$ cat src/rtl/tube_name_scroller_pkg.sv
// Shared character codes and seven-segment patterns for the tube name scroller.
// Segment bit order is {a,b,c,d,e,f,g,dp}, active-high.
package tube_name_scroller_pkg;

    typedef logic [5:0] char_t;
    typedef logic [7:0] seg_t;

    typedef enum logic [5:0] {
        CHAR_0, CHAR_1, CHAR_2, CHAR_3, CHAR_4,
        CHAR_5, CHAR_6, CHAR_7, CHAR_8, CHAR_9,
        CHAR_A, CHAR_B, CHAR_C, CHAR_D, CHAR_E, CHAR_F, CHAR_G,
        CHAR_H, CHAR_I, CHAR_J, CHAR_K, CHAR_L, CHAR_M, CHAR_N,
        CHAR_O, CHAR_P, CHAR_Q, CHAR_R, CHAR_S, CHAR_T, CHAR_U,
        CHAR_V, CHAR_W, CHAR_X, CHAR_Y, CHAR_Z,
        CHAR_BLANK = 6'd63
    } char_code_e;

    localparam int unsigned NUM_DIGITS = 8;
    localparam int unsigned RING_LEN   = 16;

    localparam seg_t SEG_0     = 8'b1111_1100;
    localparam seg_t SEG_1     = 8'b0110_0000;
    localparam seg_t SEG_2     = 8'b1101_1010;
    localparam seg_t SEG_3     = 8'b1111_0010;
    localparam seg_t SEG_4     = 8'b0110_0110;
    localparam seg_t SEG_5     = 8'b1011_0110;
    localparam seg_t SEG_6     = 8'b1011_1110;
    localparam seg_t SEG_7     = 8'b1110_0000;
    localparam seg_t SEG_8     = 8'b1111_1110;
    localparam seg_t SEG_9     = 8'b1111_0110;
    localparam seg_t SEG_A     = 8'b1110_1110;
    localparam seg_t SEG_B     = 8'b0011_1110;
    localparam seg_t SEG_C     = 8'b1001_1100;
    localparam seg_t SEG_D     = 8'b0111_1010;
    localparam seg_t SEG_E     = 8'b1001_1110;
    localparam seg_t SEG_F     = 8'b1000_1110;
    localparam seg_t SEG_G     = 8'b1011_1100;
    localparam seg_t SEG_H     = 8'b0110_1110;
    localparam seg_t SEG_I     = 8'b0000_1100;
    localparam seg_t SEG_J     = 8'b0111_1000;
    localparam seg_t SEG_K     = 8'b1010_1110;
    localparam seg_t SEG_L     = 8'b0001_1100;
    localparam seg_t SEG_M     = 8'b1010_1000;
    localparam seg_t SEG_N     = 8'b0010_1010;
    localparam seg_t SEG_O     = 8'b0011_1010;
    localparam seg_t SEG_P     = 8'b1100_1110;
    localparam seg_t SEG_Q     = 8'b1110_0110;
    localparam seg_t SEG_R     = 8'b0000_1010;
    localparam seg_t SEG_S     = 8'b1011_0110;
    localparam seg_t SEG_T     = 8'b0001_1110;
    localparam seg_t SEG_U     = 8'b0111_1100;
    localparam seg_t SEG_V     = 8'b0011_1000;
    localparam seg_t SEG_W     = 8'b0101_0100;
    localparam seg_t SEG_X     = 8'b0110_1110;
    localparam seg_t SEG_Y     = 8'b0111_0110;
    localparam seg_t SEG_Z     = 8'b1101_1010;
    localparam seg_t SEG_BLANK = 8'b0000_0000;

endpackage

$ cat src/rtl/tube_name_scroller_char_decoder.sv
// Combinational character-code to seven-segment pattern decoder.
// Blank and every unassigned code light no segments.
module tube_char_decoder
    import tube_name_scroller_pkg::*;
(
    input  logic [5:0] i_code,
    output logic [7:0] o_seg
);

    always_comb begin
        o_seg = SEG_BLANK;
        case (i_code)
            CHAR_0:  o_seg = SEG_0;
            CHAR_1:  o_seg = SEG_1;
            CHAR_2:  o_seg = SEG_2;
            CHAR_3:  o_seg = SEG_3;
            CHAR_4:  o_seg = SEG_4;
            CHAR_5:  o_seg = SEG_5;
            CHAR_6:  o_seg = SEG_6;
            CHAR_7:  o_seg = SEG_7;
            CHAR_8:  o_seg = SEG_8;
            CHAR_9:  o_seg = SEG_9;
            CHAR_A:  o_seg = SEG_A;
            CHAR_B:  o_seg = SEG_B;
            CHAR_C:  o_seg = SEG_C;
            CHAR_D:  o_seg = SEG_D;
            CHAR_E:  o_seg = SEG_E;
            CHAR_F:  o_seg = SEG_F;
            CHAR_G:  o_seg = SEG_G;
            CHAR_H:  o_seg = SEG_H;
            CHAR_I:  o_seg = SEG_I;
            CHAR_J:  o_seg = SEG_J;
            CHAR_K:  o_seg = SEG_K;
            CHAR_L:  o_seg = SEG_L;
            CHAR_M:  o_seg = SEG_M;
            CHAR_N:  o_seg = SEG_N;
            CHAR_O:  o_seg = SEG_O;
            CHAR_P:  o_seg = SEG_P;
            CHAR_Q:  o_seg = SEG_Q;
            CHAR_R:  o_seg = SEG_R;
            CHAR_S:  o_seg = SEG_S;
            CHAR_T:  o_seg = SEG_T;
            CHAR_U:  o_seg = SEG_U;
            CHAR_V:  o_seg = SEG_V;
            CHAR_W:  o_seg = SEG_W;
            CHAR_X:  o_seg = SEG_X;
            CHAR_Y:  o_seg = SEG_Y;
            CHAR_Z:  o_seg = SEG_Z;
            default: o_seg = SEG_BLANK;
        endcase
    end

endmodule

$ cat src/rtl/tube_name_scroller.sv
// 8-digit multiplexed seven-segment driver that shows a latched song name,
// optionally scrolling it right-to-left through a 16-position ring.
module tube_name_scroller
    import tube_name_scroller_pkg::*;
#(
    parameter int unsigned SCAN_DIV   = 100000,
    parameter int unsigned SCROLL_DIV = 400
) (
    input  logic        clk,
    input  logic        rst,
    input  logic [0:47] name,
    input  logic        load,
    input  logic        scroll_en,
    output logic [7:0]  seg_out,
    output logic [7:0]  an,
    output logic        lap_done
);

    localparam int unsigned PW = (SCAN_DIV   > 1) ? $clog2(SCAN_DIV)   : 1;
    localparam int unsigned SW = (SCROLL_DIV > 1) ? $clog2(SCROLL_DIV) : 1;

    logic [PW-1:0] r_presc;
    logic [2:0]    r_digit;
    logic [SW-1:0] r_scroll;
    logic [3:0]    r_offset;
    char_t         r_name [NUM_DIGITS];
    logic [7:0]    r_an;
    logic [7:0]    r_seg;
    logic          r_lap;

    logic          w_scan_tick;
    logic          w_scroll_term;
    logic [3:0]    w_ring_idx;
    char_t         w_char;
    seg_t          w_seg;

    assign w_scan_tick   = (r_presc == PW'(SCAN_DIV - 1));
    assign w_scroll_term = (r_scroll == SW'(SCROLL_DIV - 1));

    // Ring positions 8..15 are implicit blanks, giving the gap between laps.
    assign w_ring_idx = r_offset + {1'b0, r_digit};
    assign w_char     = w_ring_idx[3] ? CHAR_BLANK : r_name[w_ring_idx[2:0]];

    tube_char_decoder u_decoder (
        .i_code (w_char),
        .o_seg  (w_seg)
    );

    always_ff @(posedge clk or posedge rst) begin
        if (rst) begin
            r_presc <= '0;
        end else if (w_scan_tick) begin
            r_presc <= '0;
        end else begin
            r_presc <= r_presc + PW'(1);
        end
    end

    // The digit being shown is the pre-increment index, so the first tick lights digit 0.
    always_ff @(posedge clk or posedge rst) begin
        if (rst) begin
            r_digit <= '0;
            r_an    <= '0;
            r_seg   <= '0;
        end else if (w_scan_tick) begin
            r_digit <= r_digit + 3'd1;
            r_an    <= 8'h80 >> r_digit;
            r_seg   <= w_seg;
        end
    end

    always_ff @(posedge clk or posedge rst) begin
        if (rst) begin
            for (int unsigned i = 0; i < NUM_DIGITS; i++) begin
                r_name[i] <= CHAR_BLANK;
            end
        end else if (load) begin
            for (int unsigned i = 0; i < NUM_DIGITS; i++) begin
                r_name[i] <= name[6*i +: 6];
            end
        end
    end

    // load outranks scroll_en, which outranks a scroll step; only a real step can flag a lap.
    always_ff @(posedge clk or posedge rst) begin
        if (rst) begin
            r_scroll <= '0;
            r_offset <= '0;
            r_lap    <= 1'b0;
        end else begin
            r_lap <= 1'b0;
            if (load || !scroll_en) begin
                r_scroll <= '0;
                r_offset <= '0;
            end else if (w_scan_tick) begin
                if (w_scroll_term) begin
                    r_scroll <= '0;
                    r_offset <= r_offset + 4'd1;
                    r_lap    <= (r_offset == 4'hF);
                end else begin
                    r_scroll <= r_scroll + SW'(1);
                end
            end
        end
    end

    assign seg_out  = r_seg;
    assign an       = r_an;
    assign lap_done = r_lap;

endmodule
$ cat config.mk
export PLATFORM = sky130hd
export DESIGN_NAME = tube_name_scroller
export DESIGN_NICKNAME = d
export VERILOG_FILES = /design/src/rtl/tube_name_scroller_pkg.sv /design/src/rtl/tube_name_scroller_char_decoder.sv /design/src/rtl/tube_name_scroller.sv
export SDC_FILE = /design/constraint.sdc
export NUM_CORES = 1
export LEC_CHECK = 0
export BUFFER_PORTS_ARGS = -buffer_cell sky130_fd_sc_hd__buf_2
export CAP_MARGIN = 40
export CORE_UTILIZATION = 30
export CTS_BUF_LIST = sky130_fd_sc_hd__clkbuf_2
export CTS_CLUSTER_SIZE = 14
export DETAILED_ROUTE_END_ITERATION = 8
export GPL_TIMING_DRIVEN = 0
export SYNTH_ARGS = -nofsm -noshare
export SYNTH_HDL_FRONTEND = slang
export SYNTH_SLANG_ARGS = --single-unit
export TNS_END_PERCENT = 5
$ cat constraint.sdc
create_clock -name clk -period 4.42 [get_ports clk]
set_input_delay 0.442 -clock clk [delete_from_list [all_inputs] [get_ports clk]]
set_output_delay 0.442 -clock clk [all_outputs]
set_load 0.005 [all_outputs]
==> results list <==
- The flow ran to the end, and the final reports show no timing, DRC or antenna violations.
- Synthesis inferred 97 register bits.
* Post-synthesis share of cell area spent on full adders, half adders and majority gates: 0.0484
* Wire length of the first global-routing pass: 20.9 mm
- Number of hold-slack violations in the final timing report: 0
* Worst clock skew on the final layout: 0.0478 ns
* Multiplexer area fraction after synthesis: 0.185
- CTS Sinks: 97
* Area grow syn2layout: 15.4%
* I/O pin count: 69
- Of the total synthesized cell area, the portion taken by AND, OR, NAND and NOR gates is 0.146.
- Depth of the most critical reg-to-reg path: 14
- The cell area that synthesis handed to floorplanning was 0.00533 mm2.
- Setup violation total in the final timing report: 0
- The synthesized netlist contains 60 unique library cells.
* Highest achievable clock rate: 240 MHz
- The min-delay analysis places its worst path in the category in -> reg.
- CTS tree: done
* Synthesized net count: 548
* Worst-case headroom to the max-slew limit: 0.471
* Fin Setup TNS: 0 ns
- Worst-skew pair later-pin latency: 0.61 ns
* Vias per cell: 5.01
- Max-cap violations in this run came to 0.
- The clock passes through at most 2 buffers.
* Net count reported at finish: 631
* WS Path Type: reg -> reg
* Dominant combinational cell family by area after synthesis: multiplexers
- Post-route minimum period: 4.16 ns
* Largest stage delay on the critical path: 0.57 ns
- End of the worst register-to-register path: seg_out[4]
- Largest net degree at the start of global routing: 51
- The library cell used most frequently in the layout, excluding fill and tap cells, is sky130_fd_sc_hd__buf_2.
* Ratio of cells with drive above 1 in the final layout: 0.381
- Across all register-to-register paths, the minimum setup slack is 0.26 ns.
* CP Cell Sequence: ha_1 > fa_1 > buf_6 > buf_6 > mux4_2 > mux2i_2 > and2_2 > inv_1 > ha_1 > nand2_1 > nor3_1 > a21oi_1 > a21boi_0 > o32a_1
* Arr. time, crit path: 4.68 ns
- The wire-length estimate of the detail-placed layout is 9.42 mm.
- Utilization of the core after routing: 0.356
* Full die area: 0.0183 mm2
- The tightest hold path in the finished design has a slack of 0.0579 ns.
- After global routing the overflow that remains totals 0.
- The library cells used most frequently in the layout, excluding fill and tap cells, are 70 x sky130_fd_sc_hd__buf_2, 53 x sky130_fd_sc_hd__mux2_2, 51 x sky130_fd_sc_hd__nand2_1.
- Post-CTS Repair Setup Buffers: 0
- The via count of the first global-routing pass came to 4168.
- In this run the tool buffered the top-level ports with 67 buffer cells.
- Number of antenna violations at the first check in global routing: 0
- The max-slew violation count came to 0.
- Post-route DRC: 0
- The worst hold path begins at name[6].
* Critical path's top delay family: adder cells
- The H-tree was split into 3 levels.
- Required arrival time at the worst endpoint: 4.94 ns
- A synthesized cell averages 11.2 um2.
- For this run, the detailed router's first-pass iteration total came to 5.
* IR Drop Worst-Case VDD: 0.175 mV
- GP Congestion: 0.876
- Final wirelength: 12.4 mm
- Unrepaired setup endpoints after global routing: no
* Post-synthesis compound-gate area fraction: 0.0834
- In this run the power density over the cells is 281 mW/mm2.
* Prevailing post-synth register cell: sky130_fd_sc_hd__dfrtp_1
- Die outline height: 135 um
- Largest fanout on the critical path: 10
- Period Utilization, post-route: 0.941
- LEAKAGE: 2.63 nW
* Clock buffer count from CTS: 9
- Root cell of the clock tree: sky130_fd_sc_hd__clkbuf_2
- The worst hold path terminates at r_name[41].
* Via count: 3954
- Synth warnings: 0
* Critical R2R Launch: r_digit[0]
- After detailed routing, the average wire length per cell comes to 15.7 um.
* Xor and xnor area share after synthesis: 0.0362
- The largest individual stage delay along the critical path comes from the cell sky130_fd_sc_hd__mux4_2.
- Synthesis handed over a netlist of 476 instances.
- Pwr Total: 0.00173 W
- STA classifies the critical path endpoint as a register.
- Starting utilization of the core area: 0.308
* Clock transition time at the flip-flop clock pins of the worst setup and hold paths: 0.27 ns
- The worst hold path passes through 2 cells.
* Initial detailed-routing violation count: 230
- In this run, synthesis inferred 0 flip-flops with an integrated enable.
- At the pin with the least slew margin, the transition time is 0.791 ns.
* Overall fraction of global-route tracks in use: 0.146
* Post-synthesis sequential area ratio: 0.467
- The core region is 0.0173 mm2.
- Startpoint kind of the worst setup timing path: register
- Die X-Extent: 135 um
- For this run, asynchronously set or reset flops after synthesis account for 1.00.
* Std cell rows: 48
- Once detail routing completed, the nets flagged for antenna violations numbered 0.
- Antenna cells: 0
* Buf/Inv on CP: 3
## cells by family after synthesis
family | Yosys count
buffers and inverters | 35
flip-flops | 97
adder cells (fa/ha/maj) | 20
AO/OA/AOI/OAI | 68
multiplexers | 78
other | 1
AND/OR/NAND/NOR | 155
XOR/XNOR | 22
## sequential cells by signal, summed over array words and instances (netlist names)
register  flops
an            8
lap_done      1
r_digit       3
r_name       48
r_offset      4
r_presc      17
r_scroll      9
seg_out       7
## where the power goes
group / internal (W) / switching [W]
Clock: 0.000192 / 0.000286
Combinational: 0.000127 / 0.000134
Sequential: 0.000966 / 0.0000243
Total: 0.00129 / 0.000444
## through the flow
stage          area [um2]  setup slack, ns  instances
2_1_floorplan        5330            0.796        476
3_3_place_gp         5950            0.191        768
3_5_place_dp         5980            0.200        769
4_1_cts              6120            0.157        787
5_1_grt              6150           0.0683        789
6_report             6150            0.259        789
## layer usage
| layer | vias up | wire length, um | GRT usage |
|---|---|---|---|
| li1 | 1875 | - | - |
| met1 | 1959 | 5620 | 0.188 |
| met2 | 108 | 5960 | 0.240 |
| met3 | 12 | 650 | 0.0355 |
| met4 | 0 | 146 | 0.0449 |
| met5 | - | 0 | 0 |
## cells in the mapped netlist, types with 3 or more instances
cell type | n | area share
sky130_fd_sc_hd__buf_1 | 4 | 0.0028
sky130_fd_sc_hd__inv_1 | 12 | 0.0085
sky130_fd_sc_hd__nor3_1 | 10 | 0.0094
sky130_fd_sc_hd__nand3_1 | 25 | 0.023
sky130_fd_sc_hd__and3_1 | 7 | 0.0082
sky130_fd_sc_hd__mux4_2 | 10 | 0.042
sky130_fd_sc_hd__a21oi_1 | 14 | 0.013
sky130_fd_sc_hd__buf_6 | 4 | 0.0085
sky130_fd_sc_hd__nor3b_1 | 4 | 0.0056
sky130_fd_sc_hd__nor2_1 | 26 | 0.018
sky130_fd_sc_hd__nand2_1 | 51 | 0.036
sky130_fd_sc_hd__clkbuf_1 | 10 | 0.0070
sky130_fd_sc_hd__and2_1 | 5 | 0.0059
sky130_fd_sc_hd__xnor2_1 | 13 | 0.021
sky130_fd_sc_hd__dfrtp_1 | 49 | 0.23
sky130_fd_sc_hd__o31ai_1 | 4 | 0.0056
sky130_fd_sc_hd__mux2i_1 | 12 | 0.023
sky130_fd_sc_hd__dfstp_2 | 48 | 0.24
sky130_fd_sc_hd__ha_1 | 19 | 0.045
sky130_fd_sc_hd__or3_1 | 6 | 0.0070
sky130_fd_sc_hd__nand4_1 | 6 | 0.0070
sky130_fd_sc_hd__o21ai_0 | 22 | 0.021
sky130_fd_sc_hd__a31oi_1 | 4 | 0.0047
sky130_fd_sc_hd__buf_2 | 3 | 0.0028
sky130_fd_sc_hd__a311oi_1 | 3 | 0.0049
sky130_fd_sc_hd__xor2_1 | 9 | 0.015
sky130_fd_sc_hd__mux2_2 | 53 | 0.11
## area by class of cell
cell class / count / area [um2]
clock buffers: 12 / 60.1
fillers: 1753 / 11100
well taps: 225 / 282
multi-input cells: 344 / 2670
repair buffers: 72 / 403
flip-flops and latches: 97 / 2490
inverters: 12 / 47.5
clock inverters: 4 / 68.8
plain buffers: 23 / 135
## worst max-delay path by stage
| stage | startpoint | to | slack (ns) | depth (start not counted) |
|---|---|---|---|---|
| 6_report | r_digit[0] | seg_out[4] | 0.26 | 14 |
| 3_3_place_gp | r_digit[0] | seg_out[4] | 0.19 | 14 |
| 5_1_grt | r_digit[0] | seg_out[4] | 0.07 | 14 |
| 3_5_place_dp | r_digit[0] | seg_out[4] | 0.20 | 14 |
| 2_1_floorplan | r_digit[0] | seg_out[4] | 0.80 | 14 |
| 4_1_cts | r_digit[0] | seg_out[4] | 0.16 | 14 |
## timing repair
item / in CTS / in global routing
setup endpoints to repair: 0 / 1
endpoints found under the hold margin: 46 / 2
hold buffers: 2 / 2
resized for setup: 0 / 2
No activity file was read; power rests on OpenSTA's default activity.
